File: src/rtl/mem_port_arbiter.sv
// Shares one single-port synchronous RAM between instruction fetch and load/store.
// Data wins ties; a streak counter forces a fetch grant after STREAK_MAX back-to-back data wins.
module mem_port_arbiter #(
    parameter int unsigned ADDR_W     = 10,
    parameter int unsigned DATA_W     = 32,
    parameter int unsigned STREAK_MAX = 4
) (
    input  logic              clk,
    input  logic              reset,
    input  logic              if_req,
    input  logic [ADDR_W-1:0] if_addr,
    output logic              if_ack,
    output logic [DATA_W-1:0] if_rdata,
    input  logic              d_req,
    input  logic              d_we,
    input  logic [ADDR_W-1:0] d_addr,
    input  logic [DATA_W-1:0] d_wdata,
    output logic              d_ack,
    output logic [DATA_W-1:0] d_rdata,
    output logic              mem_en,
    output logic              mem_we,
    output logic [ADDR_W-1:0] mem_addr,
    output logic [DATA_W-1:0] mem_wdata,
    input  logic [DATA_W-1:0] mem_rdata,
    output logic              busy,
    output logic              grant_src
);

    localparam logic [1:0] StIdle   = 2'd0;
    localparam logic [1:0] StAccess = 2'd1;
    localparam logic [1:0] StDone   = 2'd2;

    localparam logic [3:0] StreakLim = 4'(STREAK_MAX);

    logic [1:0]        state_q, state_d;
    logic [3:0]        streak_q, streak_d;
    logic              mem_en_q, mem_en_d;
    logic              mem_we_q, mem_we_d;
    logic [ADDR_W-1:0] mem_addr_q, mem_addr_d;
    logic [DATA_W-1:0] mem_wdata_q, mem_wdata_d;
    logic              grant_q, grant_d;
    logic              data_win;

    // Data takes the port unless fetch is waiting and the streak budget is spent.
    assign data_win = d_req && (!if_req || (streak_q < StreakLim));

    always_comb begin
        state_d     = state_q;
        streak_d    = streak_q;
        mem_en_d    = mem_en_q;
        mem_we_d    = mem_we_q;
        mem_addr_d  = mem_addr_q;
        mem_wdata_d = mem_wdata_q;
        grant_d     = grant_q;
        case (state_q)
            StIdle: begin
                mem_en_d = 1'b0;
                mem_we_d = 1'b0;
                if (if_req || d_req) begin
                    state_d  = StAccess;
                    mem_en_d = 1'b1;
                    grant_d  = data_win;
                    if (data_win) begin
                        mem_we_d    = d_we;
                        mem_addr_d  = d_addr;
                        mem_wdata_d = d_wdata;
                        streak_d    = if_req ? streak_q + 4'd1 : 4'd0;
                    end else begin
                        mem_we_d    = 1'b0;
                        mem_addr_d  = if_addr;
                        mem_wdata_d = '0;
                        streak_d    = 4'd0;
                    end
                end
            end
            StAccess: begin
                state_d  = StDone;
                mem_en_d = 1'b0;
                mem_we_d = 1'b0;
            end
            StDone: begin
                state_d = StIdle;
            end
            default: begin
                state_d  = StIdle;
                mem_en_d = 1'b0;
                mem_we_d = 1'b0;
            end
        endcase
    end

    always_ff @(posedge clk) begin
        if (reset) begin
            state_q     <= StIdle;
            streak_q    <= 4'd0;
            mem_en_q    <= 1'b0;
            mem_we_q    <= 1'b0;
            mem_addr_q  <= '0;
            mem_wdata_q <= '0;
            grant_q     <= 1'b0;
        end else begin
            state_q     <= state_d;
            streak_q    <= streak_d;
            mem_en_q    <= mem_en_d;
            mem_we_q    <= mem_we_d;
            mem_addr_q  <= mem_addr_d;
            mem_wdata_q <= mem_wdata_d;
            grant_q     <= grant_d;
        end
    end

    assign mem_en    = mem_en_q;
    assign mem_we    = mem_we_q;
    assign mem_addr  = mem_addr_q;
    assign mem_wdata = mem_wdata_q;
    assign grant_src = grant_q;
    assign busy      = (state_q == StAccess) || (state_q == StDone);
    assign if_ack    = (state_q == StDone) && !grant_q;
    assign d_ack     = (state_q == StDone) && grant_q;
    assign if_rdata  = mem_rdata;
    assign d_rdata   = mem_rdata;

endmodule

File: config.mk
export PLATFORM = sky130hd
export DESIGN_NAME = mem_port_arbiter
export DESIGN_NICKNAME = d
export VERILOG_FILES = /design/src/rtl/mem_port_arbiter.sv
export SDC_FILE = /design/constraint.sdc
export NUM_CORES = 1
export LEC_CHECK = 0
export ABC_AREA = 1
export BUFFER_PORTS_ARGS = -buffer_cell sky130_fd_sc_hd__buf_2
export CORE_AREA = 2 2 87 89
export DETAILED_ROUTE_END_ITERATION = 10
export DIE_AREA = 0 0 89 91
export GPL_ROUTABILITY_DRIVEN = 0
export MAX_ROUTING_LAYER = met4
export PLACE_DENSITY_LB_ADDON = 0.3
export SETUP_SLACK_MARGIN = 0.02
export SLEW_MARGIN = 5
export SYNTH_ARGS = -nofsm -noshare
export SYNTH_HDL_FRONTEND = slang
export SYNTH_SLANG_ARGS = --single-unit
File: constraint.sdc
create_clock -name clk -period 4 [get_ports clk]
set_input_delay 0.2 -clock clk [delete_from_list [all_inputs] [get_ports clk]]
set_output_delay 0.2 -clock clk [all_outputs]
set_load 0.03 [all_outputs]
# Word level (Yosys, flattened, before mapping)
# Cells that the tools add are included.
[word_totals]
output_inout_bits = 112
register_bits = 51
[op_classes]
muxes = 11
n_eq_ne = 3
order_cmp = 1
n_addsub = 1
n_reduce_logical = 10
[ops]
columns = ["op", "n"]
rows = [
  ["$mux 32", 1],
  ["$mux 10", 1],
  ["$mux 4", 2],
  ["$add 4x1->4 const B", 1],
  ["$lt 4x3->1 const B", 1],
  ["$pmux 1 s2", 2],
  ["$pmux 2 s2", 1],
  ["$logic_and 1x1->1", 3],
  ["$logic_or 1x1->1", 3],
  ["$mux 1", 3],
  ["$eq 2x1->1 const B", 1],
  ["$eq 2x2->1 const B", 1],
  ["$logic_not 1->1", 2],
  ["$logic_not 2->1", 1],
  ["$mux 2", 1],
  ["$ne 2x2->1 const B", 1],
  ["$reduce_and 2->1", 1],
]

# Logic depth before layout (Yosys ltp)
# Gate-level depths: netlist of run 1.
[logic_depth]
word_depth = 6
mapped_depth = 10

# Least setup slack after synthesis of run 1
# No wires, ideal clock.
[synth_path]
path_kind = "register -> register"
startpoint = "register state_q[0]"
endpoint = "register mem_addr_q[6], in the netlist mem_addr[6]"
path_slack_ns = 2.679
stages_incl_launch_ff = 10
setup_time_ns = 0.109
arrival_time_ns = 1.213
path_cell_list = "dfxtp_1 inv_1 ha_1 buf_2 inv_2 nor2_8 buf_4 nand3_1 nand2_1 inv_1"
[synth_via]
elab_chain_len = 2
[synth_lines]
columns = ["item", "line_no", "source"]
rows = [
  ["from (decl)", "35", "logic [1:0] state_q, state_d;"],
  ["from (signal assigned)", "94", "state_q <= StIdle;"],
  ["from (signal assigned)", "102", "state_q <= state_d;"],
  ["$logic_not 2->1", "55", "case (state_q)"],
  ["$reduce_and 2->1 (no source line)", "n/a", ""],
  ["to (signal assigned)", "106", "mem_addr_q <= mem_addr_d;"],
  ["to (decl)", "39", "logic [ADDR_W-1:0] mem_addr_q, mem_addr_d;"],
]
# No other way between the ends.
# A chain may end at the register's enable or synchronous reset.

# Worst setup path after layout of run 1
[layout_path]
startpoint = "register streak_q[2]"
endpoint = "register mem_wdata_q[5], in the netlist mem_wdata[5]"
[layout_via]
elab_chain_len = 4
[layout_lines]
columns = ["item", "line_no", "source"]
rows = [
  ["from (decl)", "36", "logic [3:0] streak_q, streak_d;"],
  ["from (signal assigned)", "103", "streak_q <= streak_d;"],
  ["$lt 4x3->1", "45", "assign data_win = d_req && (!if_req || (streak_q < StreakLim));"],
  ["$logic_or 1x1->1", "45", ""],
  ["$logic_and 1x1->1", "45", ""],
  ["$mux 32", "63", "if (data_win) begin"],
  ["to (signal assigned)", "107", "mem_wdata_q <= mem_wdata_d;"],
  ["to (decl)", "40", "logic [DATA_W-1:0] mem_wdata_q, mem_wdata_d;"],
]
# No other way between the ends.

==> metrics.yaml, run 1 <==
floorplanning:
  pin_count: 201
  design.die.area_mm2: 0.00810
  num_rows: 31
  fp.dieH_um: 91
  design.core.area_mm2: 0.00714
  initial_utilization: 0.380
  fp.dieW_um: 89
global_route:
  grt_usage: 0.149
  grt_util_met2: 0.234
  grt_first_pass_wirelength_um: 9360
  antenna_found_initial: 0
  grt_max_degree: 49
  globalRouteOverflowTotal: 0
  gr-usage-met3: 0.0400
  globalRouteMet1Util: 0.181
  grt.busiest_layer: "met2"
  grt_pass1_vias: 2044
sta:
  final.hold.worst_slack_ps: 156
  fin_worst_skew_ps: 5.34
  worst-slew-pin-transition_ps: 907
  timing_hold_violations_final: 0
  final_min_period_ps: 1670
  rsz0062_at_grt: "false"
  final_worst_path_period_share: 0.418
  totalNegativeSetupSlack_ps: 0
  timing.max_slew.rel_slack: 0.396
  final-max-slew-violation-count: 0
  finalSetupViolCount: 0
  timing.fmax_mhz: 597
route:
  drtAntennaViolNets: 0
  drt_iter0_drc: 88
  finalWirelength_um: 5940
  drtPass1Iterations: 6
  detail_route.wl_per_cell_um: 12.5
  route.detailed.vias_per_inst: 4.71
  vias: 2240
  drc_errors: 0
power:
  ir_drop_mv: 0.140
  total_leakage_power_nw: 1.39
  sw_frac_of_total: 0.333
  cellPowerDensity_mw_per_mm2: 442
  pwr-share-seq: 0.456
  relative_contribution_of_the_clock_network_to_total_power: 0.287
  comb_power_share: 0.257
  intPower_mw: 0.837
  netSwitchingPower_mw: 0.418
min_path:
  min-delay-start: "d_wdata[31]"
  min_path_type: "in2reg"
  holdPathEnd: "mem_wdata[31]$_SDFFE_PP0P_"
  min_delay_path_depth: 3
placement:
  buffer_ports.inserted: 104
  dp_cells: 468
  dp_hpwl_um: 3960
synth:
  synthesis.area_per_instance_um2: 7.74
  synth.top_cell.area_share: 0.377
  netlist_top_cells_count: "sky130_fd_sc_hd__buf_4 (66), sky130_fd_sc_hd__nand2_1 (57), sky130_fd_sc_hd__dfxtp_1 (51), sky130_fd_sc_hd__a21oi_1 (38), sky130_fd_sc_hd__nand4_1 (34)"
  ys_flop_type: "sky130_fd_sc_hd__dfxtp_1"
  synth-edff-count: 0
  synth_area_mm2: 0.00271
  yosysUniqueCellTypes: 23
  ys_seq_area_frac: 0.377
  cell_with_the_most_instances_after_synthesis: "sky130_fd_sc_hd__buf_4"
  synth_largest_area_cell: "sky130_fd_sc_hd__dfxtp_1"
  postSynth.asyncResetShare: 0
  ys_seq_elements: 51
  leading_post_synthesis_cells_by_cell_area: "sky130_fd_sc_hd__dfxtp_1 (38%), sky130_fd_sc_hd__buf_4 (18%), sky130_fd_sc_hd__nand2_1 (7.9%)"
  synthesis.instances: 350
  synth_nets: 443
  ys.warnings.count: 0
outcome:
  outcome: "complete, no violations"
worst_setup_path:
  critPathKind: "reg2reg"
  crit_path_top_delay_cell: "sky130_fd_sc_hd__o21ai_4"
  rr_worst_depth: 4
  cp_slowest_stage_delay_ps: 590
  timing.critical_path.buf_inv: 1
  critical_path_required_ps: 4230
  critical-path-top-delay-family: "compound AO/OA/AOI/OAI gates"
  end_kind: "flop"
  worst_setup_path_startpoint: "streak_q[2]$_SDFFE_PP0P_"
  critPathLaunchType: "flop"
  path_max_fanout: 27
  worst_r2r_endpoint: "mem_wdata[5]$_SDFFE_PP0P_"
  worst_ep_arrival_time_ps: 1900
  rrSetupSlack_ps: 2330
  crit_path_cell_trace: "o21ai_4 > buf_4 > nand4_1 > a21oi_1"
  crit-reg2reg-launch: "streak_q[2]$_SDFFE_PP0P_"
cts:
  buffer_cell_driving_the_clock_tree_root: "sky130_fd_sc_hd__clkbuf_8"
  worst_skew_pair.late_latency_ps: 310
  clockBufferDepth: 2
  clock_tree_from_tritoncts: "yes"
  cts.sinks: 51
  cts.clk_slew.worst_paths_ps: 100
  cts-resized-gates: 0
  cts.htree.levels: 2
  cts_inserted_buffers: 5
  cts.repair_timing.setup_buffer_count: 0
  cts_hold_repair.buffers: 0
cells_and_area:
  multiInputGateArea_um2: 968
  drive_gt1_frac: 0.318
  post_layout_nonfiller_instances: 476
  design.final.nets: 469
  fillCellCount: 812
  area_growth_syn_to_layout_pct: 4.85
  seqCellArea_mm2: 0.00102
  n_antenna_cell: 0
flow_run:
  drv.max_cap_violation_count: 0
-- per-layer routing --
| metal | wire length (um) | up-vias |
|---|---|---|
| met2 | 2780 | 72 |
| li1 | - | 1138 |
| met1 | 2600 | 1004 |
| met5 | 0 | - |
| met4 | 114 | 0 |
| met3 | 438 | 26 |
-- cell families (layout without fill, tap and decap cells) --
group | count (synthesis) | count (layout) | synth area share
and+or+nand+nor | 143 | 143 | 0.249
adders and majority gates | 4 | 4 | 0.0185
DFF | 51 | 51 | 0.377
buffers and inverters | 107 | 134 | 0.266
AOI/OAI and AO/OA | 44 | 44 | 0.0863
xor gates and xnor gates | 1 | 1 | 0.00323
-- layout make-up --
cell class	count	share of cell area
Sequential cell	51	0.359
Multi-Input combinational cell	192	0.341
Timing Repair Buffer	106	0.188
Tap cell	99	0.0436
Inverter	20	0.0282
Clock buffer	5	0.0242
Clock inverter	3	0.0154
-- metrics by stage --
step	power (mW)	setup WS (ps)	cell area (um^2)	utilization
floorplan	0.944	2680	2710	-
global placement	0.908	2150	2730	0.382
detailed placement	0.911	2150	2730	0.382
CTS	1.28	2300	2840	0.398
global route	1.33	2150	2840	0.398
finish	1.26	2330	2840	0.398
-- flip-flops by register name, summed over array words and instances, names as in the netlist --
register / cells
mem_en: 1
streak_q: 4
mem_wdata: 32
mem_we: 1
mem_addr: 10
grant_src: 1
state_q: 2
-- power by group through the flow --
stage | clock, mW | combinational [mW] | sequential, mW
4_1_cts | 0.377 | 0.327 | 0.574
3_3_place_gp | 0 | 0.323 | 0.585
5_1_grt | 0.396 | 0.358 | 0.579
6_report | 0.360 | 0.323 | 0.573
3_5_place_dp | 0 | 0.326 | 0.584
2_1_floorplan | 0 | 0.282 | 0.662
-- worst reg2reg max path, stage by stage, from the launching register on --
cell and delay, ps:
sky130_fd_sc_hd__dfxtp_1 370, sky130_fd_sc_hd__o21ai_4 590, sky130_fd_sc_hd__buf_4 360, sky130_fd_sc_hd__nand4_1 120, sky130_fd_sc_hd__a21oi_1 170
-- cells in the final DEF (no fill, tap or decap), drive strengths merged --
master,netlist,final
buf,82,106
nand2,58,58
xnor2,1,1
a211oi,1,1
nand3,21,21
clkbuf,5,5
o21ai,5,5
dfxtp,51,51
clkinv,0,2
ha,4,4
inv,20,20
nand4,34,34
nor3,1,1
a21oi,38,38
bufinv,0,1
nor2,29,29
-- worst max-delay path by stage --
stage | end | slack (ps) | depth (start not counted)
floorplan | mem_addr[6]$_SDFFE_PP0P_ | 2680 | 9
global placement | streak_q[0]$_SDFFE_PP0P_ | 2150 | 6
detailed placement | streak_q[0]$_SDFFE_PP0P_ | 2150 | 6
CTS | mem_wdata[5]$_SDFFE_PP0P_ | 2300 | 4
global route | mem_wdata[21]$_SDFFE_PP0P_ | 2150 | 4
finish | mem_wdata[5]$_SDFFE_PP0P_ | 2330 | 4
(Power assumes the default switching activity.)
==> run 2: changes to the inputs <==
Clock period 4 ns to 1.67 ns, I/O delays scaled along.
==> metrics.yaml, run 2 (same netlist as run 1, synthesis figures left out) <==
outcome:
  outcome: "complete, no violations"  # unchanged
worst_setup_path:
  library_cell_appearing_most_often_on_the_critical_path: "sky130_fd_sc_hd__nor2_1"
  critPathKind: "reg2reg"  # unchanged
  critPathCapture: "streak_q[2]$_SDFFE_PP0P_"  # was mem_wdata[5]$_SDFFE_PP0P_
  rr_worst_depth: 8  # was 4
  worst_ep_arrival_time_ps: 1670  # was 1900 ps
  crit-reg2reg-launch: "state_q[0]$_SDFFE_PP0P_"  # was streak_q[2]$_SDFFE_PP0P_
  cp_slowest_stage_delay_ps: 320  # was 590 ps
  crit_path_top_delay_cell: "sky130_fd_sc_hd__dfxtp_1"  # was sky130_fd_sc_hd__o21ai_4
  critPathLaunchType: "flop"  # unchanged
  path_max_fanout: 21  # was 27
  end_kind: "flop"  # unchanged
  critical-path-top-delay-family: "buffers and inverters"  # was compound AO/OA/AOI/OAI gates
  crit_path_cell_trace: "inv_1 > ha_1 > inv_2 > nor2_8 > buf_4 > nor2_1 > nor2_1 > nor2_1"  # was o21ai_4 > buf_4 > nand4_1 > a21oi_1
  rrSetupSlack_ps: 190  # was 2330 ps
  worst-path-stages: 8  # was 4
  worst_setup_path_startpoint: "state_q[0]$_SDFFE_PP0P_"  # was streak_q[2]$_SDFFE_PP0P_
  worst_r2r_endpoint: "streak_q[2]$_SDFFE_PP0P_"  # was mem_wdata[5]$_SDFFE_PP0P_
  critical_path_required_ps: 1850  # was 4230 ps
  timing.critical_path.buf_inv: 3  # was 1
cells_and_area:
  largest_register_ffs: 32  # unchanged
  final_common_cell: "sky130_fd_sc_hd__buf_2"  # unchanged
  n_antenna_cell: 0  # unchanged
  finish.instance_area_mm2: 0.00290  # was 0.00284 mm^2
  multiInputGateArea_um2: 968  # unchanged
  final_util: 0.406  # was 0.398
  seqCellArea_mm2: 0.00102  # unchanged
  design.final.nets: 474  # was 469
  fillCellCount: 774  # was 812
  top_library_cells_by_usage_in_the_layout_fill_and_taps_aside: "sky130_fd_sc_hd__buf_2 (104), sky130_fd_sc_hd__nand2_1 (57), sky130_fd_sc_hd__dfxtp_1 (51), sky130_fd_sc_hd__a21oi_1 (38), sky130_fd_sc_hd__nand4_1 (34)"  # unchanged
  area_growth_syn_to_layout_pct: 6.88  # was 4.85%
  drive_gt1_frac: 0.327  # was 0.318
power:
  total_leakage_power_nw: 1.41  # was 1.39 nW
  ir_drop_mv: 0.339  # was 0.140 mV
  cellPowerDensity_mw_per_mm2: 1010  # was 442 mW/mm^2
sta:
  worst-slew-pin-transition_ps: 492  # was 907 ps
  final_worst_path_period_share: 0.888  # was 0.418
  timing.max_slew.rel_slack: 0.672  # was 0.396
  final-max-slew-violation-count: 0  # unchanged
  timing_hold_violations_final: 0  # unchanged
  timing.fmax_mhz: 674  # was 597 MHz
  rsz0062_at_grt: "false"  # unchanged
  totalNegativeSetupSlack_ps: 0  # unchanged
  final_min_period_ps: 1480  # was 1670 ps
  fin_worst_skew_ps: 7.30  # was 5.34 ps
  finalSetupViolCount: 0  # unchanged
global_route:
  grt_max_degree: 38  # was 49
  antenna_found_initial: 0  # unchanged
  grt_usage: 0.158  # was 0.149
  grt_pass1_vias: 2143  # was 2044
  globalRouteOverflowTotal: 0  # unchanged
  grt_first_pass_wirelength_um: 10100  # was 9360 um
placement:
  place_area_mm2: 0.00280  # was 0.00273 mm^2
  buffer_ports.inserted: 104  # unchanged
  dp_hpwl_um: 4250  # was 3960 um
route:
  drc_errors: 0  # unchanged
  drtPass1Iterations: 4  # was 6
  drt_iter0_drc: 81  # was 88
  finalWirelength_um: 6300  # was 5940 um
  drtAntennaViolNets: 0  # unchanged
  vias: 2277  # was 2240
  detail_route.wl_per_cell_um: 13.1  # was 12.5 um
  route.detailed.vias_per_inst: 4.73  # was 4.71
floorplanning:
  num_rows: 31  # unchanged
  fp.dieW_um: 89  # unchanged
  fp.dieH_um: 91  # unchanged
  pin_count: 201  # unchanged
  initial_utilization: 0.380  # unchanged
  design.core.area_mm2: 0.00714  # unchanged
  design.die.area_mm2: 0.00810  # unchanged
cts:
  cts_inserted_buffers: 5  # unchanged
  cts.clk_slew.worst_paths_ps: 100  # about the same
  cts_hold_repair.buffers: 0  # unchanged
  worst_skew_pair.late_latency_ps: 310  # about the same
  cts-resized-gates: 0  # unchanged
  clock_tree_from_tritoncts: "yes"  # unchanged
  clockBufferDepth: 2  # unchanged
  cts.repair_timing.setup_buffer_count: 0  # unchanged
  cts.htree.levels: 2  # unchanged
  buffer_cell_driving_the_clock_tree_root: "sky130_fd_sc_hd__clkbuf_8"  # unchanged
  cts.sinks: 51  # unchanged
flow_run:
  drv.max_cap_violation_count: 0  # unchanged
min_path:
  min_path_type: "in2reg"  # unchanged
  min_delay_path_depth: 3  # unchanged
  min-delay-start: "d_wdata[30]"  # was d_wdata[31]
run 2: cell type report:
class                           instances  share of cell area
Tap cell                               99              0.0428
Inverter                               20              0.0276
Clock inverter                          3             0.00821
Clock buffer                            5              0.0238
Timing Repair Buffer                  111               0.211
Multi-Input combinational cell        192               0.334
Sequential cell                        51               0.352
run 2: power breakdown:
group	switching, mW	internal, mW	total [mW]
sequential	0.0516	1.32	1.37
clock	0.438	0.300	0.738
combinational	0.548	0.263	0.811
total	1.04	1.88	2.92
run 2: worst register-to-register path: stages (launching register included):
cell	delay [ps]
sky130_fd_sc_hd__dfxtp_1	320
sky130_fd_sc_hd__inv_1	100
sky130_fd_sc_hd__ha_1	250
sky130_fd_sc_hd__inv_2	100
sky130_fd_sc_hd__nor2_8	140
sky130_fd_sc_hd__buf_4	250
sky130_fd_sc_hd__nor2_1	60
sky130_fd_sc_hd__nor2_1	100
sky130_fd_sc_hd__nor2_1	40
run 2: through the flow:
stage                     hold slack, ps  worst slack [ps]  instances  power (mW)
after floorplan                      248               349        350        2.26
after global placement               167               231        473        2.21
after detailed placement             167               199        473        2.22
after CTS                           24.2               176        481        2.97
after global routing                37.9              49.3        481        3.09
final                               34.7               187        481        2.92
run 2: worst min-delay path by stage:
stage                                 endpoint  slack [ps]
floorplan                  mem_we$_SDFFE_PP0P_         250
global placement                   d_rdata[17]         170
detailed placement                 d_rdata[17]         170
CTS                        mem_we$_SDFFE_PP0P_          20
global route         mem_wdata[8]$_SDFFE_PP0P_          40
finish              mem_wdata[30]$_SDFFE_PP0P_          30
run 2: metal layers:
| metal | track usage | share of wire |
|---|---|---|
| met1 | 0.193 | 0.44 |
| met2 | 0.255 | 0.47 |
| met3 | 0.0345 | 0.068 |
| met4 | 0.0547 | 0.020 |
| met5 | - | 0 |
